==> config.mk <==
export PLATFORM = sky130hd
export DESIGN_NAME = exmemwb_stages
export DESIGN_NICKNAME = d
export VERILOG_FILES = /design/src/rtl/mips_pkg.sv /design/src/rtl/forwarding_unit.sv /design/src/rtl/exmemwb_stages.sv
export SDC_FILE = /design/constraint.sdc
export NUM_CORES = 2
export LEC_CHECK = 0
export CORE_ASPECT_RATIO = 1.4
export CORE_MARGIN = 4
export CORE_UTILIZATION = 55
export CTS_BUF_LIST = sky130_fd_sc_hd__clkbuf_4 sky130_fd_sc_hd__clkbuf_8
export CTS_CLUSTER_DIAMETER = 150
export DETAILED_ROUTE_END_ITERATION = 16
export HOLD_SLACK_MARGIN = 0.05
export PLACE_DENSITY = 0.72
export RECOVER_POWER = 25
export SLEW_MARGIN = 20
export SYNTH_ARGS = -nofsm -noshare
export SYNTH_HDL_FRONTEND = slang
export SYNTH_SLANG_ARGS = --single-unit
==> constraint.sdc <==
create_clock -name clk -period 12.5 [get_ports clk]
set_input_delay 1.875 -clock clk [delete_from_list [all_inputs] [get_ports clk]]
set_output_delay 1.875 -clock clk [all_outputs]
set_load 0.02 [all_outputs]
==> src/rtl/mips_pkg.sv <==
// Shared MIPS pipeline definitions: control-bit positions, ALU op/funct codes, stage records.
package mips_pkg;

  localparam int unsigned CtrlRegDst   = 0;
  localparam int unsigned CtrlAluSrc   = 1;
  localparam int unsigned CtrlBeq      = 2;
  localparam int unsigned CtrlBne      = 3;
  localparam int unsigned CtrlMemRead  = 4;
  localparam int unsigned CtrlMemWrite = 5;
  localparam int unsigned CtrlMemtoReg = 6;
  localparam int unsigned CtrlRegWrite = 7;
  localparam int unsigned CtrlAluOpLo  = 8;
  localparam int unsigned CtrlAluOpHi  = 10;
  localparam int unsigned CtrlWidth    = 11;

  typedef enum logic [2:0] {
    AluAdd   = 3'b000,
    AluSub   = 3'b001,
    AluFunct = 3'b010,
    AluOri   = 3'b011,
    AluSlt   = 3'b100
  } alu_op_e;

  localparam logic [5:0] FunctAdd = 6'h20;
  localparam logic [5:0] FunctSub = 6'h22;
  localparam logic [5:0] FunctAnd = 6'h24;
  localparam logic [5:0] FunctOr  = 6'h25;
  localparam logic [5:0] FunctSlt = 6'h2A;

  typedef enum logic [1:0] {
    FwdNone  = 2'd0,
    FwdExMem = 2'd1,
    FwdMemWb = 2'd2
  } fwd_sel_e;

  typedef struct packed {
    logic [CtrlWidth-1:0] ctrl;
    logic [4:0]           rs;
    logic [4:0]           rt;
    logic [4:0]           rd;
    logic [31:0]          imm;
    logic [5:0]           funct;
    logic [31:0]          rega;
    logic [31:0]          regb;
  } idex_t;

  typedef struct packed {
    logic        memwrite;
    logic        memtoreg;
    logic        regwrite;
    logic [31:0] alu;
    logic [31:0] store;
    logic [4:0]  dest;
  } exmem_t;

  typedef struct packed {
    logic        regwrite;
    logic [4:0]  dest;
    logic [31:0] wdata;
  } memwb_t;

  function automatic logic [31:0] alu_funct(input logic [5:0]  funct,
                                            input logic [31:0] a,
                                            input logic [31:0] b);
    logic [31:0] r;
    r = '0;
    case (funct)
      FunctAdd: r = a + b;
      FunctSub: r = a - b;
      FunctAnd: r = a & b;
      FunctOr:  r = a | b;
      FunctSlt: r = {31'h0, $signed(a) < $signed(b)};
      default:  r = '0;
    endcase
    return r;
  endfunction

endpackage

==> src/rtl/forwarding_unit.sv <==
// Selects EX operand sources; EX/MEM result takes priority over MEM/WB write-back data.
module forwarding_unit
  import mips_pkg::*;
(
  input  logic [4:0] rs_i,
  input  logic [4:0] rt_i,
  input  logic       exmem_regwrite_i,
  input  logic [4:0] exmem_dest_i,
  input  logic       memwb_regwrite_i,
  input  logic [4:0] memwb_dest_i,
  output fwd_sel_e   fwd_a_o,
  output fwd_sel_e   fwd_b_o
);

  logic exmem_live;
  logic memwb_live;

  always_comb begin
    exmem_live = exmem_regwrite_i && (exmem_dest_i != 5'd0);
    memwb_live = memwb_regwrite_i && (memwb_dest_i != 5'd0);

    fwd_a_o = FwdNone;
    if (exmem_live && (exmem_dest_i == rs_i)) begin
      fwd_a_o = FwdExMem;
    end else if (memwb_live && (memwb_dest_i == rs_i)) begin
      fwd_a_o = FwdMemWb;
    end

    fwd_b_o = FwdNone;
    if (exmem_live && (exmem_dest_i == rt_i)) begin
      fwd_b_o = FwdExMem;
    end else if (memwb_live && (memwb_dest_i == rt_i)) begin
      fwd_b_o = FwdMemWb;
    end
  end

endmodule

==> src/rtl/exmemwb_stages.sv <==
// EX, MEM and WB back half of a 5-stage MIPS pipeline with on-chip data memory.
// Operand forwarding is built in when MIPS_FORWARDING_EN is defined.
module exmemwb_stages
  import mips_pkg::*;
#(
  parameter int unsigned DMEM_WORDS = 64
) (
  input  logic                 clk,
  input  logic                 reset,
  input  logic [CtrlWidth-1:0] IDControl,
  input  logic [31:0]          IDInst,
  input  logic [31:0]          IDRegAOut,
  input  logic [31:0]          IDRegBOut,
  output logic                 IDEX_MemRead,
  output logic [4:0]           IDEX_RegisterRt,
  output logic                 MEMWB_RegWrite,
  output logic [4:0]           MEMWB_RegisterRd,
  output logic [31:0]          MEMWB_WriteData
);

  localparam int unsigned AddrW = $clog2(DMEM_WORDS);

  idex_t  idex_q,  idex_d;
  exmem_t exmem_q, exmem_d;
  memwb_t memwb_q, memwb_d;

  logic [31:0] op_a, op_rt, op_b, alu_res;
  logic [4:0]  ex_dest;

  logic [31:0]      dmem [DMEM_WORDS] = '{default: 32'h0};
  logic [AddrW-1:0] mem_addr;
  logic [31:0]      mem_rdata;
  logic             mem_we;

  // ID/EX capture
  always_comb begin
    idex_d       = '0;
    idex_d.ctrl  = IDControl;
    idex_d.rs    = IDInst[25:21];
    idex_d.rt    = IDInst[20:16];
    idex_d.rd    = IDInst[15:11];
    idex_d.imm   = {{16{IDInst[15]}}, IDInst[15:0]};
    idex_d.funct = IDInst[5:0];
    idex_d.rega  = IDRegAOut;
    idex_d.regb  = IDRegBOut;
  end

`ifdef MIPS_FORWARDING_EN
  fwd_sel_e fwd_a, fwd_b;
  logic     exmem_regwrite;

  assign exmem_regwrite = exmem_q.regwrite;

  forwarding_unit u_fwd (
    .rs_i             (idex_q.rs),
    .rt_i             (idex_q.rt),
    .exmem_regwrite_i (exmem_regwrite),
    .exmem_dest_i     (exmem_q.dest),
    .memwb_regwrite_i (memwb_q.regwrite),
    .memwb_dest_i     (memwb_q.dest),
    .fwd_a_o          (fwd_a),
    .fwd_b_o          (fwd_b)
  );

  always_comb begin
    op_a = idex_q.rega;
    case (fwd_a)
      FwdExMem: op_a = exmem_q.alu;
      FwdMemWb: op_a = memwb_q.wdata;
      default:  op_a = idex_q.rega;
    endcase
    op_rt = idex_q.regb;
    case (fwd_b)
      FwdExMem: op_rt = exmem_q.alu;
      FwdMemWb: op_rt = memwb_q.wdata;
      default:  op_rt = idex_q.regb;
    endcase
  end
`else
  // rs is only consulted for forwarding
  logic unused_rs;
  assign unused_rs = ^idex_q.rs;
  assign op_a      = idex_q.rega;
  assign op_rt     = idex_q.regb;
`endif

  // EX stage
  always_comb begin
    op_b    = idex_q.ctrl[CtrlAluSrc] ? idex_q.imm : op_rt;
    ex_dest = idex_q.ctrl[CtrlRegDst] ? idex_q.rd : idex_q.rt;
    alu_res = '0;
    case (alu_op_e'(idex_q.ctrl[CtrlAluOpHi:CtrlAluOpLo]))
      AluAdd:   alu_res = op_a + op_b;
      AluSub:   alu_res = op_a - op_b;
      AluFunct: alu_res = alu_funct(idex_q.funct, op_a, op_b);
      AluOri:   alu_res = op_a | {16'h0, idex_q.imm[15:0]};
      AluSlt:   alu_res = {31'h0, $signed(op_a) < $signed(op_b)};
      default:  alu_res = '0;
    endcase

    exmem_d          = '0;
    exmem_d.memwrite = idex_q.ctrl[CtrlMemWrite];
    exmem_d.memtoreg = idex_q.ctrl[CtrlMemtoReg];
    exmem_d.regwrite = idex_q.ctrl[CtrlRegWrite];
    exmem_d.alu      = alu_res;
    exmem_d.store    = op_rt;
    exmem_d.dest     = ex_dest;
  end

  // Branch decisions are resolved upstream
  logic unused_branch;
  assign unused_branch = ^idex_q.ctrl[CtrlBne:CtrlBeq];

  // MEM stage: upper address bits and byte offset are ignored, so addresses wrap
  assign mem_addr  = exmem_q.alu[AddrW+1:2];
  assign mem_rdata = dmem[mem_addr];
  assign mem_we    = exmem_q.memwrite && !reset;

  always_ff @(posedge clk) begin
    if (mem_we) begin
      dmem[mem_addr] <= exmem_q.store;
    end
  end

  always_comb begin
    memwb_d          = '0;
    memwb_d.regwrite = exmem_q.regwrite && (exmem_q.dest != 5'd0);
    memwb_d.dest     = exmem_q.dest;
    memwb_d.wdata    = exmem_q.memtoreg ? mem_rdata : exmem_q.alu;
  end

  always_ff @(posedge clk) begin
    if (reset) begin
      idex_q  <= '0;
      exmem_q <= '0;
      memwb_q <= '0;
    end else begin
      idex_q  <= idex_d;
      exmem_q <= exmem_d;
      memwb_q <= memwb_d;
    end
  end

  assign IDEX_MemRead     = idex_q.ctrl[CtrlMemRead];
  assign IDEX_RegisterRt  = idex_q.rt;
  assign MEMWB_RegWrite   = memwb_q.regwrite;
  assign MEMWB_RegisterRd = memwb_q.dest;
  assign MEMWB_WriteData  = memwb_q.wdata;

endmodule

Yosys cells after proc, flatten, opt, wreduce, memory -nomap -nowiden. Memories as Yosys holds them, arrays and structs flattened. A register that Yosys moved wholly into a read port is not among the register bits. Cells that the tools add are included.

Memories kept: 1. Bits in writable memories: 2048. Logic and storage cells: 45. Output and inout bits: 44. Bits in registers: 217.

Equality and inequality tests: 9. $add $sub $neg: 2. Reductions and logical operators: 5. Mux-type cells: 8. Bitwise gates (word level): 3. Magnitude comparators: 1.

Memory list: dmem (words 64, bits a word 32, read ports 1, clocked after memory_dff 1, wr ports 1, RTL line exmemwb_stages.sv:30) `logic [31:0] dmem [DMEM_WORDS] = '{default: 32'h0};`.

Operator list (count): 32-bit case mux with 5 select lines (2); 32-bit two-way mux (2); 32-bit adder (1); 32-bit bitwise AND (1); 32-bit less-than comparator (1); 32-bit by 16-bit OR with 32-bit output (1); 32-bit OR (1); 32-bit subtractor (1); 6-bit == test, second input constant (5); 3-bit by 2-bit == test with 1-bit output, second input constant (2); 6-bit two-way mux (1); 5-bit two-way mux (1); 5-bit nonzero test (1); 3-bit by 1-bit == test with 1-bit output, second input constant (1); 3-bit == test, second input constant (1); 3-bit logical NOT (1); 1-bit logical AND (2); 1-bit two-way mux (2); 1-bit logical NOT (1).

Longest topological paths before layout.
Word-level depth: 5. Depth in mapped cells: 17. Gate-level depth less buffers: 14.

Worst setup path before layout. Ideal clock, no wire load.

Path kind: in2reg. Start: input port reset. End: memory dmem[13][0], enable pin. Data arrival time: 3.672 ns. Path buffers: 1. Path slack: 8.407 ns. Stages: 4. Library setup time: 0.421 ns. Data required time: 12.079 ns. Cells stage by stage: nor2b_1 > buf_2 > nand2_1 > nor2_1.

Cells in the longest elaborated chain, start to end: 4.

RTL lines: from (decl) (RTL line exmemwb_stages.sv:9) `input logic reset,`; 1-bit logical NOT (RTL line exmemwb_stages.sv:117) `assign mem_we = exmem_q.memwrite && !reset;`; 1-bit logical AND (RTL line exmemwb_stages.sv:117); 1-bit two-way mux (RTL line exmemwb_stages.sv:120) `if (mem_we) begin`; 1-bit two-way mux (not written as such) (RTL line exmemwb_stages.sv:121) `dmem[mem_addr] <= exmem_q.store;`; to (decl) (RTL line exmemwb_stages.sv:30).

No other way between the ends.

==> summary.txt <==
CTS
  – Cts repair resizes: 0
  – Post-CTS setup buffers: 0
  – TritonCTS Buffers: 320
  – Clock Tree Buf Depth: 4
  – CTS tree: yes
  – H-tree depth: 5
  – Clock latency at the later pin of the worst-skew pair: 1070 ps
  – CTS root buf: clkbuf_8
  – Clock transition at the registers of the reported paths: 70 ps
  – Sink Count: 2252
  – Hold_buf cts: 0

Detailed routing
  – Total wire length: 249400 um
  – DRT antenna net count: 0
  – WL per Instance: 31.72 um
  – Initial DRC Count: 7135
  – Drt first pass iters: 6
  – Vias: 53064
  – DRC: 0
  – Vias per inst: 6.751

Logic synthesis
  – Unique masters post-synth: 94
  – Post-synth EDFFs: 2048
  – Synth top area cells: edfxtp_1 (72%), a22oi_1 (5.9%), dfxtp_1 (4.8%), a221oi_1 (1.7%), a22o_1 (1.5%)
  – Syn nets: 5528
  – Ys Warns: 0
  – Ys flop type: edfxtp_1
  – Avg Inst Size Synth: 16.15 sq um
  – Cells after synthesis: 5320
  – Post-synth top area cell: edfxtp_1
  – Top cell type's share of synthesized area: 0.7157
  – Yosys reg bits: 2252
  – Async S/R FF share, synth: 0
  – Register area share after synthesis: 0.7633
  – Cell Area, Synth: 85920 sq um

STA
  – Relative slew slack: -1.044
  – WHS: 378.9 ps
  – Sum of negative setup slack: 0 ps
  – Slew @ Worst Pin: 3066 ps
  – Tmin final: 5514 ps
  – Slew Viols, Final: 1392
  – Final period utilization: 0.4411
  – Clock skew: 109.1 ps
  – Final setup fails: 0
  – Final Hold Viols: 0
  – Fin worst setup slack: 6986 ps
  – Unrepaired setup endpoints after global routing: no
  – Max Fclk: 0.1814 GHz

Critical path
  – Req. time, crit path: 13360 ps
  – Crit path cell chain: buf_4 > and3b_4 > buf_4 > buf_4 > a221oi_1 > nand4_1 > o21ai_0 > o21ai_0 > o211ai_1 > a21oi_1
  – R2R Setup Slk: 6990 ps
  – Reg-to-Reg Start: exmem_q[41]
  – CP startpoint: exmem_q[41]
  – CP most frequent cell: buf_4
  – Crit path to: MEMWB_WriteData[9]
  – Crit path arrival time: 6370 ps
  – Crit start category: flop
  – Critical R2R Capture: MEMWB_WriteData[9]
  – Worst setup path class: flop to flop
  – Critical path's slowest cell: and3b_4
  – R2R cell count: 10
  – CP Capture Type: flop
  – Max incr delay on CP: 880 ps
  – Critical Path Fanout Max: 48

Pwr
  – Clock share of power: 0.368
  – Int Pwr: 11670 uW
  – Maximum vdd drop: 0.0001179 V
  – Sw frac: 0.2381
  – Power share of the sequential group: 0.545
  – Sw Pwr: 3646 uW
  – Comb pwr share: 0.087
  – Power density over cell area: 159.2 nW/um^2
  – Leak: 0.02888 uW

Outcome
  – Violated checks: capacitance limit, slew limit
  – Status: complete, but fails checks

Die
  – IO Pins: 153
  – Die X: 342.1 um
  – Area of the die: 162700 sq um
  – Core ar.: 155100 sq um
  – Die height: 475.7 um
  – Starting Density: 0.5539
  – Site Rows: 171

Flow run
  – Max-cap violations: 22

GRT
  – First-pass GRT wire length: 356400 um
  – Largest net degree at the start of global routing: 102
  – Initial antenna violation count: 6
  – Vias in the first global route: 51702
  – Total GRT Usage: 0.3028
  – Grt ovf: 0

Layout
  – Final Util: 0.6201
  – Nets: 5761
  – Share of cells above drive strength 1: 0.1322
  – Final cell count without fillers: 7860
  – Area Overhead vs Synth: 11.94%
  – Fill cell count: 10966

Hold path
  – Worst min-delay path category: flop to flop

Placed design
  – DP Wirelength: 141100 um
  – Gpl congestion: 0.9941
  – Port bufs: 139
  – Cells after DPL: 7305
  – Pre-CTS WS: 7007 ps
[how the worst min path moves through the flow]
stage	startpoint	endpoint	slack (ps)	cells past startpoint
finish	op_rt[15]	exmem_q[20]	380	2
global route	op_rt[15]	exmem_q[20]	400	2
CTS	op_rt[15]	exmem_q[20]	380	2
detailed placement	op_rt[18]	exmem_q[23]	420	2
global placement	exmem_d[70]	exmem_q[70]	410	1
floorplan	op_rt[15]	exmem_q[20]	410	2
[cells by family (layout without fill, tap and decap cells)]
kind of cell    count (synthesis)  count (layout)  synth area share
buf+inv                       496             957           0.02445
fa+ha+maj                      99              99           0.01459
mux                            67              67          0.008620
flops                        2252            2252            0.7633
other cells                     0               3                 0
compound gates               1618            1618            0.1411
simple gates                  770             770           0.04610
xor+xnor                       18              18          0.001835
[flip-flops by register name, indices dropped and copies added, names as in the netlist, 3 cells and up]
signal and count:
op_rt 32, dmem 2048, exmem_d 3, IDEX_RegisterRt 5
exmem_q 72, MEMWB_RegisterRd 5, MEMWB_WriteData 32, op_a 32
idex_q 21
[Yosys cell counts (all sizes together) (41+ instances only)]
cell	number
a31oi	66
inv	124
nand3	41
o21ai	115
a22o	149
nor2	241
a22oi	673
nor2b	138
ha	97
dfxtp	204
buf	203
o211ai	69
edfxtp	2048
a221oi	167
nand4	131
a21oi	144
clkbuf	168
nand2	105
[cells in the final DEF, fill, tap and decap left out, types with 65 or more instances in the layout]
cell type	Yosys	routed
nand2_1	105	105
inv_1	121	121
a22oi_1	673	673
clkbuf_4	0	77
nor2_1	240	174
clkdlybuf4s50_1	0	138
clkinv_1	1	82
o21ai_0	83	83
nor2b_1	138	136
o211ai_1	68	68
dfxtp_1	204	186
nor2_4	0	65
a22o_1	149	149
nand4_1	130	130
clkbuf_8	0	339
edfxtp_1	2048	2048
ha_1	97	97
buf_4	15	130
a21oi_1	142	142
a221oi_1	167	167
[worst max-delay path: cells and delay by family, from the launching register on]
family                 cells  cell delay [ps]
AND/OR/NAND/NOR            2             1010
flip-flops                 1              610
buffers and inverters      3             2010
AO/OA/AOI/OAI              5             1600
[final cells by class]
type | count | area (sq um) | share of cell area
diodes | 3 | 7.507 | 0.00007805
clock inverters | 134 | 909.6 | 0.009457
inverters | 125 | 469.2 | 0.004878
repair buffers | 282 | 2564 | 0.02665
clock buffers | 416 | 5244 | 0.05452
multi-input cells | 2572 | 18780 | 0.1953
well taps | 2076 | 2597 | 0.02700
flip-flops and latches | 2252 | 65610 | 0.6821
[metrics by stage]
stage	cell area, sq um	power (uW)
3_3_place_gp	90050	9787
6_report	96190	15310
5_1_grt	96190	15790
4_1_cts	96210	15330
2_1_floorplan	85920	9248
3_5_place_dp	90050	9804
[routing by layer]
layer  vias to the layer above  GRT usage  routed length, um
li1                      22094          -                  -
met3                       730    0.06075              26460
met2                      3815     0.5027             121900
met5                         -          0                 35
met4                         8     0.1516              13860
met1                     26417     0.3822              87130
[power by group through the flow]
stage | sequential, uW | combinational, uW | clock [uW]
2_1_floorplan | 8450 | 795 | 0
3_3_place_gp | 8490 | 1290 | 0
3_5_place_dp | 8500 | 1300 | 0
4_1_cts | 8340 | 1310 | 5680
5_1_grt | 8350 | 1410 | 6040
6_report | 8340 | 1340 | 5630
Note: power is estimated with default switching activity, not from simulation.
